<file path="src/rtl/can_pkg.sv">
// Shared definitions for the CAN frame receiver: FSM states, field widths,
// frame constants, error codes and the serial CRC-15 step function.
package can_pkg;

    typedef enum logic [3:0] {
        ST_INTEG = 4'd0,
        ST_IDLE  = 4'd1,
        ST_HDR   = 4'd2,
        ST_DATA  = 4'd3,
        ST_CRC   = 4'd4,
        ST_DELIM = 4'd5,
        ST_EOF   = 4'd6,
        ST_DONE  = 4'd7,
        ST_ERROR = 4'd8
    } can_state_t;

    localparam int ID_W   = 11;
    localparam int CTRL_W = 2;
    localparam int DLC_W  = 4;
    localparam int CRC_W  = 15;

    localparam int               HDR_BITS      = 17;
    localparam logic [CRC_W-1:0] CRC_POLY      = 15'h4599;
    localparam logic [2:0]       DELIM_PATTERN = 3'b101;

    localparam logic [1:0] ERR_NONE = 2'b00;
    localparam logic [1:0] ERR_FORM = 2'b01;
    localparam logic [1:0] ERR_CRC  = 2'b10;
    localparam logic [1:0] ERR_BUS  = 2'b11;

    // One serial step of the CAN CRC-15 (MSB-first, feedback from bit 14).
    function automatic logic [CRC_W-1:0] crc15_step(input logic [CRC_W-1:0] crc,
                                                    input logic             bit_in);
        logic fb;
        fb = bit_in ^ crc[14];
        crc15_step = {crc[13:0], 1'b0} ^ (fb ? CRC_POLY : 15'h0000);
    endfunction

endpackage

</file>
<file path="src/rtl/can_frame_rx_if.sv">
// Consumer-side interface of the CAN frame receiver: held frame with
// valid/ack handshake plus error/overrun/busy status.
interface can_frame_rx_if;
    import can_pkg::*;

    logic              rx_ack;
    logic              rx_valid;
    logic [ID_W-1:0]   rx_id;
    logic [CTRL_W-1:0] rx_ctrl;
    logic [DLC_W-1:0]  rx_dlc;
    logic [63:0]       rx_data;
    logic [CRC_W-1:0]  rx_crc;
    logic              frame_err;
    logic [1:0]        err_code;
    logic              overrun;
    logic              busy;

    modport master (
        input  rx_ack,
        output rx_valid, rx_id, rx_ctrl, rx_dlc, rx_data, rx_crc,
        output frame_err, err_code, overrun, busy
    );

    modport slave (
        output rx_ack,
        input  rx_valid, rx_id, rx_ctrl, rx_dlc, rx_data, rx_crc,
        input  frame_err, err_code, overrun, busy
    );

endinterface

</file>
<file path="src/rtl/can_crc15.sv">
// Serial CRC-15 accumulator with synchronous clear and enable.
module can_crc15
    import can_pkg::*;
(
    input  logic             can_clk,
    input  logic             nrst,
    input  logic             clr,
    input  logic             en,
    input  logic             bit_in,
    output logic [CRC_W-1:0] crc
);

    logic [CRC_W-1:0] crc_r;

    // Accumulate one bus bit per enabled cycle; clear has priority.
    always_ff @(posedge can_clk or negedge nrst) begin
        if (!nrst) begin
            crc_r <= 15'h0000;
        end else if (clr) begin
            crc_r <= 15'h0000;
        end else if (en) begin
            crc_r <= crc15_step(crc_r, bit_in);
        end else begin
            crc_r <= crc_r;
        end
    end

    assign crc = crc_r;

endmodule

</file>
<file path="src/rtl/can_frame_rx.sv">
// CAN standard-frame receiver: samples the differential pair once per
// can_clk, parses SOF/ID/ctrl/DLC/data/CRC/delimiters/EOF and hands the frame
// to a consumer through a valid/ack holding register.
// Optional build macro CAN_CRC_CHECK_EN enables CRC-15 verification of the
// received frame; without it the CRC field is only captured.
module can_frame_rx
    import can_pkg::*;
#(
    parameter int EOF_LEN   = 7,
    parameter int MAX_BYTES = 8
) (
    input  logic           can_clk,
    input  logic           nrst,
    input  logic           can_hi_in,
    input  logic           can_lo_in,
    can_frame_rx_if.master rx_if
);

    localparam int                CNT_W    = $clog2(EOF_LEN + 1);
    localparam logic [CNT_W-1:0]  LAST_REC = CNT_W'(EOF_LEN - 1);
    localparam logic [DLC_W-1:0]  MAX_DLC  = DLC_W'(MAX_BYTES);

    logic                hi_r, lo_r;
    can_state_t          state_r;
    logic [CNT_W-1:0]    rec_cnt_r;
    logic [6:0]          bit_cnt_r;
    logic [6:0]          data_bits_r;
    logic [HDR_BITS-1:0] hdr_sh_r;
    logic [CRC_W-1:0]    crc_sh_r;
    logic [63:0]         data_r;

    logic              rx_valid_r;
    logic [ID_W-1:0]   rx_id_r;
    logic [CTRL_W-1:0] rx_ctrl_r;
    logic [DLC_W-1:0]  rx_dlc_r;
    logic [63:0]       rx_data_r;
    logic [CRC_W-1:0]  rx_crc_r;
    logic              frame_err_r;
    logic [1:0]        err_code_r;
    logic              overrun_r;
    logic              busy_r;

    // Recessive (lo high) is logic 1; equal hi/lo is an invalid pair.
    logic             bit_s;
    logic             pair_ok_s;
    logic [DLC_W-1:0] dlc_s;
    logic [DLC_W-1:0] dlc_cl_s;
    logic [CRC_W-1:0] crc_rx_s;
    logic             crc_bad_s;

    assign bit_s     = lo_r;
    assign pair_ok_s = hi_r ^ lo_r;
    assign dlc_s     = {hdr_sh_r[2:0], bit_s};
    assign dlc_cl_s  = (dlc_s > MAX_DLC) ? MAX_DLC : dlc_s;
    assign crc_rx_s  = {crc_sh_r[13:0], bit_s};

`ifdef CAN_CRC_CHECK_EN
    logic             crc_en_s;
    logic             crc_clr_s;
    logic [CRC_W-1:0] crc_calc_s;

    // CRC covers SOF through the last data bit; the CRC state freezes it.
    assign crc_en_s  = pair_ok_s && (((state_r == ST_IDLE) && !bit_s) ||
                                     (state_r == ST_HDR) || (state_r == ST_DATA));
    assign crc_clr_s = (state_r == ST_INTEG) || (state_r == ST_DONE) ||
                       (state_r == ST_ERROR);
    assign crc_bad_s = (crc_calc_s != crc_rx_s);

    can_crc15 u_crc (
        .can_clk (can_clk),
        .nrst    (nrst),
        .clr     (crc_clr_s),
        .en      (crc_en_s),
        .bit_in  (bit_s),
        .crc     (crc_calc_s)
    );
`else
    assign crc_bad_s = 1'b0;
`endif

    // Input sampling, frame-parsing FSM and consumer holding register.
    always_ff @(posedge can_clk or negedge nrst) begin
        if (!nrst) begin
            hi_r        <= 1'b0;
            lo_r        <= 1'b0;
            state_r     <= ST_INTEG;
            rec_cnt_r   <= '0;
            bit_cnt_r   <= 7'd0;
            data_bits_r <= 7'd0;
            hdr_sh_r    <= 17'h00000;
            crc_sh_r    <= 15'h0000;
            data_r      <= 64'h0;
            rx_valid_r  <= 1'b0;
            rx_id_r     <= 11'h000;
            rx_ctrl_r   <= 2'b00;
            rx_dlc_r    <= 4'h0;
            rx_data_r   <= 64'h0;
            rx_crc_r    <= 15'h0000;
            frame_err_r <= 1'b0;
            err_code_r  <= ERR_NONE;
            overrun_r   <= 1'b0;
            busy_r      <= 1'b0;
        end else begin
            hi_r        <= can_hi_in;
            lo_r        <= can_lo_in;
            frame_err_r <= 1'b0;
            overrun_r   <= 1'b0;
            busy_r      <= 1'b1;
            if (rx_valid_r && rx_if.rx_ack) begin
                rx_valid_r <= 1'b0;
            end else begin
                rx_valid_r <= rx_valid_r;
            end

            case (state_r)
                ST_INTEG: begin
                    if (pair_ok_s && bit_s) begin
                        if (rec_cnt_r == LAST_REC) begin
                            rec_cnt_r <= '0;
                            state_r   <= ST_IDLE;
                            busy_r    <= 1'b0;
                        end else begin
                            rec_cnt_r <= rec_cnt_r + 1'b1;
                        end
                    end else begin
                        rec_cnt_r <= '0;
                    end
                end
                ST_IDLE: begin
                    if (pair_ok_s && !bit_s) begin
                        hdr_sh_r  <= 17'h00000;
                        crc_sh_r  <= 15'h0000;
                        data_r    <= 64'h0;
                        bit_cnt_r <= 7'd0;
                        state_r   <= ST_HDR;
                    end else begin
                        busy_r <= 1'b0;
                    end
                end
                ST_HDR: begin
                    if (!pair_ok_s) begin
                        frame_err_r <= 1'b1;
                        err_code_r  <= ERR_BUS;
                        state_r     <= ST_ERROR;
                    end else begin
                        hdr_sh_r <= {hdr_sh_r[HDR_BITS-2:0], bit_s};
                        if (bit_cnt_r == 7'(HDR_BITS - 1)) begin
                            bit_cnt_r   <= 7'd0;
                            data_bits_r <= {dlc_cl_s, 3'b000};
                            state_r     <= (dlc_cl_s != 4'h0) ? ST_DATA : ST_CRC;
                        end else begin
                            bit_cnt_r <= bit_cnt_r + 7'd1;
                        end
                    end
                end
                ST_DATA: begin
                    if (!pair_ok_s) begin
                        frame_err_r <= 1'b1;
                        err_code_r  <= ERR_BUS;
                        state_r     <= ST_ERROR;
                    end else begin
                        // byte index in bits [5:3], MSB-first within each byte
                        data_r[{bit_cnt_r[5:3], ~bit_cnt_r[2:0]}] <= bit_s;
                        if (bit_cnt_r == data_bits_r - 7'd1) begin
                            bit_cnt_r <= 7'd0;
                            state_r   <= ST_CRC;
                        end else begin
                            bit_cnt_r <= bit_cnt_r + 7'd1;
                        end
                    end
                end
                ST_CRC: begin
                    if (!pair_ok_s) begin
                        frame_err_r <= 1'b1;
                        err_code_r  <= ERR_BUS;
                        state_r     <= ST_ERROR;
                    end else begin
                        crc_sh_r <= crc_rx_s;
                        if (bit_cnt_r == 7'd14) begin
                            bit_cnt_r <= 7'd0;
                            if (crc_bad_s) begin
                                frame_err_r <= 1'b1;
                                err_code_r  <= ERR_CRC;
                                state_r     <= ST_ERROR;
                            end else begin
                                state_r <= ST_DELIM;
                            end
                        end else begin
                            bit_cnt_r <= bit_cnt_r + 7'd1;
                        end
                    end
                end
                ST_DELIM: begin
                    if (!pair_ok_s) begin
                        frame_err_r <= 1'b1;
                        err_code_r  <= ERR_BUS;
                        state_r     <= ST_ERROR;
                    end else if (bit_s != DELIM_PATTERN[2'd2 - bit_cnt_r[1:0]]) begin
                        frame_err_r <= 1'b1;
                        err_code_r  <= ERR_FORM;
                        state_r     <= ST_ERROR;
                    end else if (bit_cnt_r == 7'd2) begin
                        bit_cnt_r <= 7'd0;
                        state_r   <= ST_EOF;
                    end else begin
                        bit_cnt_r <= bit_cnt_r + 7'd1;
                    end
                end
                ST_EOF: begin
                    if (!pair_ok_s) begin
                        frame_err_r <= 1'b1;
                        err_code_r  <= ERR_BUS;
                        state_r     <= ST_ERROR;
                    end else if (!bit_s) begin
                        frame_err_r <= 1'b1;
                        err_code_r  <= ERR_FORM;
                        state_r     <= ST_ERROR;
                    end else if (bit_cnt_r == 7'(EOF_LEN - 1)) begin
                        bit_cnt_r <= 7'd0;
                        state_r   <= ST_DONE;
                    end else begin
                        bit_cnt_r <= bit_cnt_r + 7'd1;
                    end
                end
                ST_DONE: begin
                    // An ack in the commit cycle frees the slot for the new frame.
                    if (!rx_valid_r || rx_if.rx_ack) begin
                        rx_valid_r <= 1'b1;
                        rx_id_r    <= hdr_sh_r[16:6];
                        rx_ctrl_r  <= hdr_sh_r[5:4];
                        rx_dlc_r   <= hdr_sh_r[3:0];
                        rx_data_r  <= data_r;
                        rx_crc_r   <= crc_sh_r;
                    end else begin
                        overrun_r <= 1'b1;
                    end
                    state_r <= ST_IDLE;
                    busy_r  <= 1'b0;
                end
                ST_ERROR: begin
                    rec_cnt_r <= '0;
                    state_r   <= ST_INTEG;
                end
                default: begin
                    rec_cnt_r <= '0;
                    state_r   <= ST_INTEG;
                end
            endcase
        end
    end

    assign rx_if.rx_valid  = rx_valid_r;
    assign rx_if.rx_id     = rx_id_r;
    assign rx_if.rx_ctrl   = rx_ctrl_r;
    assign rx_if.rx_dlc    = rx_dlc_r;
    assign rx_if.rx_data   = rx_data_r;
    assign rx_if.rx_crc    = rx_crc_r;
    assign rx_if.frame_err = frame_err_r;
    assign rx_if.err_code  = err_code_r;
    assign rx_if.overrun   = overrun_r;
    assign rx_if.busy      = busy_r;

endmodule
</file>
<file path="src/flat_wrapper.sv">
// flat-port wrapper written by rule: the top's interface ports become plain ports
module can_frame_rx_flat import can_pkg::*;
#(
    parameter int EOF_LEN   = 7,
    parameter int MAX_BYTES = 8
)
  (can_clk, nrst, can_hi_in, can_lo_in, rx_if_rx_ack, rx_if_rx_valid, rx_if_rx_id, rx_if_rx_ctrl, rx_if_rx_dlc, rx_if_rx_data, rx_if_rx_crc, rx_if_frame_err, rx_if_err_code, rx_if_overrun, rx_if_busy);
  can_frame_rx_if rx_if_i ();
  input  logic can_clk;
  input  logic nrst;
  input  logic can_hi_in;
  input  logic can_lo_in;
  input wire logic [$bits(rx_if_i.rx_ack)-1:0] rx_if_rx_ack;
  output wire logic [$bits(rx_if_i.rx_valid)-1:0] rx_if_rx_valid;
  output wire logic [$bits(rx_if_i.rx_id)-1:0] rx_if_rx_id;
  output wire logic [$bits(rx_if_i.rx_ctrl)-1:0] rx_if_rx_ctrl;
  output wire logic [$bits(rx_if_i.rx_dlc)-1:0] rx_if_rx_dlc;
  output wire logic [$bits(rx_if_i.rx_data)-1:0] rx_if_rx_data;
  output wire logic [$bits(rx_if_i.rx_crc)-1:0] rx_if_rx_crc;
  output wire logic [$bits(rx_if_i.frame_err)-1:0] rx_if_frame_err;
  output wire logic [$bits(rx_if_i.err_code)-1:0] rx_if_err_code;
  output wire logic [$bits(rx_if_i.overrun)-1:0] rx_if_overrun;
  output wire logic [$bits(rx_if_i.busy)-1:0] rx_if_busy;
  assign rx_if_i.rx_ack = rx_if_rx_ack;
  assign rx_if_rx_valid = rx_if_i.rx_valid;
  assign rx_if_rx_id = rx_if_i.rx_id;
  assign rx_if_rx_ctrl = rx_if_i.rx_ctrl;
  assign rx_if_rx_dlc = rx_if_i.rx_dlc;
  assign rx_if_rx_data = rx_if_i.rx_data;
  assign rx_if_rx_crc = rx_if_i.rx_crc;
  assign rx_if_frame_err = rx_if_i.frame_err;
  assign rx_if_err_code = rx_if_i.err_code;
  assign rx_if_overrun = rx_if_i.overrun;
  assign rx_if_busy = rx_if_i.busy;
  can_frame_rx #(.EOF_LEN(EOF_LEN), .MAX_BYTES(MAX_BYTES)) u_core (.can_clk(can_clk), .nrst(nrst), .can_hi_in(can_hi_in), .can_lo_in(can_lo_in), .rx_if(rx_if_i));
endmodule
</file>
<file path="config.mk">
export PLATFORM = sky130hd
export DESIGN_NAME = can_frame_rx_flat
export DESIGN_NICKNAME = d
export VERILOG_FILES = /design/src/rtl/can_pkg.sv /design/src/rtl/can_frame_rx_if.sv /design/src/rtl/can_crc15.sv /design/src/rtl/can_frame_rx.sv /design/src/flat_wrapper.sv
export SDC_FILE = /design/constraint.sdc
export NUM_CORES = 1
export LEC_CHECK = 0
export ABC_CLOCK_PERIOD_IN_PS = 5100
export CELL_PAD_IN_SITES_DETAIL_PLACEMENT = 1
export CELL_PAD_IN_SITES_GLOBAL_PLACEMENT = 1
export CORE_UTILIZATION = 45
export CTS_BUF_LIST = sky130_fd_sc_hd__clkbuf_4 sky130_fd_sc_hd__clkbuf_8
export DETAILED_ROUTE_END_ITERATION = 10
export GPL_TIMING_DRIVEN = 0
export MAX_ROUTING_LAYER = met4
export PLACE_DENSITY_LB_ADDON = 0.25
export SYNTH_ARGS = -nofsm -noshare
export SYNTH_HDL_FRONTEND = slang
export SYNTH_SLANG_ARGS = --single-unit
</file>
<file path="constraint.sdc">
create_clock -name can_clk -period 5.1 [get_ports can_clk]
set_input_delay 1.02 -clock can_clk [delete_from_list [all_inputs] [get_ports can_clk]]
set_output_delay 1.02 -clock can_clk [all_outputs]
set_load 0.01 [all_outputs]
</file>
======== Yosys cells after proc, flatten, opt, wreduce, memory -nomap -nowiden ========
Index checks and enable logic that the tools add are counted.
word-level totals
  word-level logic and storage cells ...... 155
  register bits ........................... 218
  output and inout bits ................... 102
operators by class
  mux-type cells .......................... 70
  add/subtract/negate cells ............... 4
  reductions and logical operators ........ 24
  equal/unequal tests ..................... 32
  bitwise logic cells ..................... 2
  $lt $le $gt $ge ......................... 4
operator list
  kind                                                                    count
  64-bit two-way mux                                                      2
  64-bit case mux with 2 select lines                                     1
  7-bit two-way mux                                                       13
  64-bit bitwise mux                                                      1
  4-bit two-way mux                                                       16
  7-bit case mux with 6 select lines                                      1
  17-bit two-way mux                                                      2
  17-bit case mux with 2 select lines                                     1
  4-bit case mux with 8 select lines                                      1
  15-bit two-way mux                                                      2
  15-bit case mux with 2 select lines                                     1
  2-bit by 1-bit != test with 1-bit output (second input constant)        9
  4-bit by 3-bit equality test with 1-bit output (second input constant)  4
  1-bit two-way mux                                                       15
  3-bit != test (second input constant)                                   5
  3-bit AND reduction                                                     4
  2-bit two-way mux                                                       5
  3-bit two-way mux                                                       3
  9-bit AND reduction                                                     1
  4-bit by 2-bit equality test with 1-bit output (second input constant)  2
  4-bit != test (second input constant)                                   2
  8-bit AND reduction                                                     1
  7-bit by 1-bit adder with 7-bit output (second input constant)          1
  7-bit by 2-bit equality test with 1-bit output (second input constant)  1
  other kinds (34)                                                        42

======== Longest topological paths before layout ========
  word-level depth ........................ 8
  depth in mapped cells ................... 9
  depth with buffers taken out ............ 7

======== Worst setup path after synthesis ========
Ideal clock, no wire load.
  kind .................................... input port to flip-flop
  start ................................... in rx_if_rx_ack
  end ..................................... reg u_core.rx_crc_r[0], in the netlist u_core.rx_if.rx_crc[0]
  buffers on the path ..................... 3
  arrival ................................. 2124 ps
  required time ........................... 4975 ps
  stages on the path ...................... 6
  path slack .............................. 2851 ps
  cells stage by stage .................... nand2b_1 > nor2b_1 > buf_2 > buf_2 > buf_2 > mux2_2
between the ends
  cells in the longest elaborated chain, start to end .. 2
RTL lines
  what                                  RTL line             source
  start: declaration                    flat_wrapper.sv:13   input wire logic [$bits(rx_if_i.rx_ack)-1:0] rx_if_rx_ack;
  1-bit logical OR                      can_frame_rx.sv:227  if (!rx_valid_r || rx_if.rx_ack) begin
  2-bit AND reduction (no source line)  -
  end signal: assignment                can_frame_rx.sv:233  rx_crc_r <= crc_sh_r;
  end: declaration                      can_frame_rx.sv:37   logic [CRC_W-1:0] rx_crc_r;
Every way passes these cells.
A chain may end at the register's enable or synchronous reset.

======== Final worst setup path ========
  start ................................... reg u_core.lo_r, in the netlist u_core.bit_s
  end ..................................... reg u_core.data_r[11]
between the ends
  cells in the longest elaborated chain, start to end .. 4
RTL lines
  what                                                       RTL line                                 source
  start: declaration                                         can_frame_rx.sv:23                       logic hi_r, lo_r;
  start signal: assignment                                   can_frame_rx.sv:105                      lo_r <= can_lo_in;
  1-bit XOR or 1-bit logical NOT (tied branches)             can_frame_rx.sv:52, can_frame_rx.sv:130
  1-bit logical AND                                          can_frame_rx.sv:130                      if (pair_ok_s && !bit_s) begin
  2-bit by 1-bit != test with 1-bit output (no source line)  -
  3-bit AND reduction (no source line)                       -
  end signal: indexed assignment                             can_frame_rx.sv:163                      data_r[{bit_cnt_r[5:3], ~bit_cnt_r[2:0]}] <= bit_s;
  end: declaration                                           can_frame_rx.sv:30                       logic [63:0] data_r;
Several ways; a longest one is shown, not always the timed one. The select of a mux whose other input is x is not followed.

==> results by group <==
Power
  • Psw: roughly 1400 uW
  • Comb pwr share: 0.198
  • Clock Power Share: 0.382
  • VDD IR max: 191 uV
  • Internal power: between 2000 and 3000 uW
  • Reg power frac: 0.420
  • PD cells: 370 nW/um^2
  • Net Sw Frac: 0.311
  • Leak: roughly 0.0053 uW

Worst setup path
  • Worst setup SP type: flop
  • Worst EP arrival: between 3000 and 4000 ps
  • Worst EP required: around 5600 ps
  • Crit-path max FO: 10
  • Kind of critical path: flop to flop
  • Worst Setup End Kind: flop

Clocking
  • Sink Count: approximately 220
  • Clock buffer depth: 3
  • Hold_buf cts: 0
  • Skew-Pair Late Insertion Delay: around 550 ps
  • CTS tree: yes
  • Setup Buffers After CTS: 0
  • Num CTS Buffers: 38
  • # H-tree levels: 2
  • Worst-path clk slew: around 70 ps
  • Clock tree root buffer cell: clkbuf_8
  • Resized Gates After CTS: 0

Floorplanning
  • Top-Level Pins: roughly 110
  • Die X: about 150 um
  • Die Height: 147 um
  • CORE AREA: between 20000 and 25000 um^2
  • Full die area: between 20000 and 25000 um^2
  • Initial Utilization: 0.464
  • FP Rows: 52

Timing
  • Setup Skew: approximately 33 ps
  • Final Setup Violations: 0
  • Measured slew at the worst slew-check pin: 1060 ps
  • Final slew viol count: 0
  • Setup TNS: 0 ps
  • Unrepaired setup endpoints after global routing: no
  • Final worst path period share: 0.590
  • Tmin final: 3010 ps
  • Final setup margin: 2090 ps
  • Final Hold Vio Count: 0
  • Slew Limit Headroom: 0.288
  • Fmax: approximately 330 MHz

Yosys
  • EDFF count, synth: 0
  • Main combinational cell family by area after synthesis: compound AO/OA/AOI/OAI gates
  • Synth Net Count: approximately 900
  • Mux cell area share after synthesis: 0.123
  • Unique cell type count in the Yosys netlist: 57
  • Cells after synthesis: about 860
  • Synth Cell Area: 9490 um^2
  • Post-Synth XOR/XNOR Area: 0.00804
  • Post-Synth Adder-Cell Area: 0.00791
  • #FFs+latches synth: ~220
  • Synth Area in Simple Gates: 0.0948
  • Top_reg_cell synth: dfrtp_1
  • Ys async rst share: 1.00
  • Syn Area/Cell: between 10 and 15 um^2
  • Synth Area in Compound Gates: 0.158
  • Seq/Total Area, Yosys: 0.575
  • Synthesis Warnings: 0

Placement
  • Placed insts: 1241
  • Routability cong.: 0.841
  • Pre-CTS WS: a little under 2000 ps
  • Port Buf Inserts: between 100 and 150
  • HPWL Detailed: around 17 mm

Finish
  • Layout cells sized above 1: 0.195
  • Area Overhead vs Synth: 23.6%
  • Layout Cells excl Fill: 1307
  • Ant diodes: 0
  • Final core utilization: 0.574
  • Final nets: between 1000 and 1500
  • Most common cell after layout, fill and taps aside: dfrtp_1
  • Most frequent cells in the layout: dfrtp_1 (218), o21ai_0 (157), clkdlybuf4s50_1 (105)

Routing
  • DRC violations left: 0
  • ANT nets after route: 0
  • Post-Route WL: roughly 27 mm
  • Routed WL per cell: about 20 um
  • DRT Pass-1 Iters: 6
  • DR iter-0 viols: 386
  • Vias/cell: around 5.8
  • Via count: around 7500

Status
  • Status: finished clean

Global routing
  • Gr usage total: 0.264
  • Remaining Overflow, GRT: 0
  • Pin count of the biggest net entering global routing: around 120
  • First-pass GRT wire length: roughly 43 mm
  • Initial antenna violation count: 0
  • Vias in the first global route: ~8000

Min path
  • Hold Crit Class: flop to flop

Job
  • MaxCap Viol Count: 0
-- metal layers --
metal	up-vias	wire length (um)	track usage
li1	3359	-	-
met5	-	0	-
met1	3843	11600	0.347
met2	262	12800	0.412
met4	0	794	0.0974
met3	72	1560	0.0457
-- worst paths after layout --
check                                         start                        to  slack [ps]  cells past startpoint
min                        u_core.rx_if.err_code[0]  u_core.rx_if.err_code[0]         480                      1
max in group asynchronous                      nrst  u_core.rx_if.rx_data[19]        3600                      2
min reg2reg                u_core.rx_if.err_code[0]  u_core.rx_if.err_code[0]         480                      1
max                                    u_core.bit_s         u_core.data_r[11]        2090                      9
max reg2reg                            u_core.bit_s         u_core.data_r[11]        2090                      9
min in group asynchronous                      nrst    u_core.rx_if.rx_crc[8]         490                      1
-- power by group through the flow --
stage	Clock, uW	Sequential, uW	Combinational (uW)
final	1660	1820	862
after global routing	1760	1830	943
after CTS	1690	1820	858
after detailed placement	0	1850	850
after global placement	0	1850	823
after floorplan	0	1850	562
-- critical path, cell delays in order (launching register included) --
cell	delay, ps
dfrtp_1	510
inv_1	240
ha_1	390
nor2b_1	120
o211ai_1	160
buf_2	260
nor3_1	210
buf_2	270
nand2_1	400
o21ai_0	350
-- stage by stage --
| step | power, uW | area (um^2) | hold WS (ps) |
|---|---|---|---|
| global placement | 2680 | 10900 | 462 |
| detailed placement | 2700 | 10900 | 467 |
| global route | 4530 | 11700 | 501 |
| CTS | 4370 | 11700 | 482 |
| floorplan | 2410 | 9490 | 444 |
| finish | 4340 | 11700 | 477 |
-- final cells by class --
type	count	area [um^2]
repair buffers	108	1100
plain buffers	64	275
multi-input cells	569	3720
flip-flops and latches	218	5460
inverters	12	45.0
well taps	270	338
clock buffers	58	742
fillers	2218	8700
clock inverters	8	48.8
-- flip-flops by register name (all words and copies together), names as in the netlist, 2 cells and up --
name                   count
u_core.bit_cnt_r           7
u_core.rx_if.rx_ctrl       2
u_core.rx_if.rx_data      64
u_core.rx_if.rx_dlc        4
u_core.rx_if.rx_crc       15
u_core.rx_if.err_code      2
u_core.rec_cnt_r           3
u_core.crc_sh_r           15
u_core.state_r             4
u_core.data_bits_r         4
u_core.data_r             64
u_core.rx_if.rx_id        11
u_core.hdr_sh_r           17
-- logic make-up (layout without fill, tap and decap cells) --
kind of cell,count (synthesis),count (layout)
xor gates and xnor gates,7,7
adders and majority gates,6,6
and+or+nand+nor,180,180
AOI/OAI and AO/OA,272,272
buffers and inverters,76,250
DFF,218,218
muxes,104,104
-- synthesized netlist by cell type, drive strengths merged, types with 7 or more instances --
library cell	number	area, um^2
nor3	17	105
nand2	89	334
nand3b	7	52.6
mux2	100	1130
dfrtp	218	5460
buf	27	136
nor2	18	67.6
nor2b	7	43.8
nand3	9	45.0
clkbuf	37	139
o21ai	175	876
inv	12	45.0
a21oi	64	320
a211oi	8	72.6
and3	8	50.1
No activity file was read; power rests on OpenSTA's default activity.
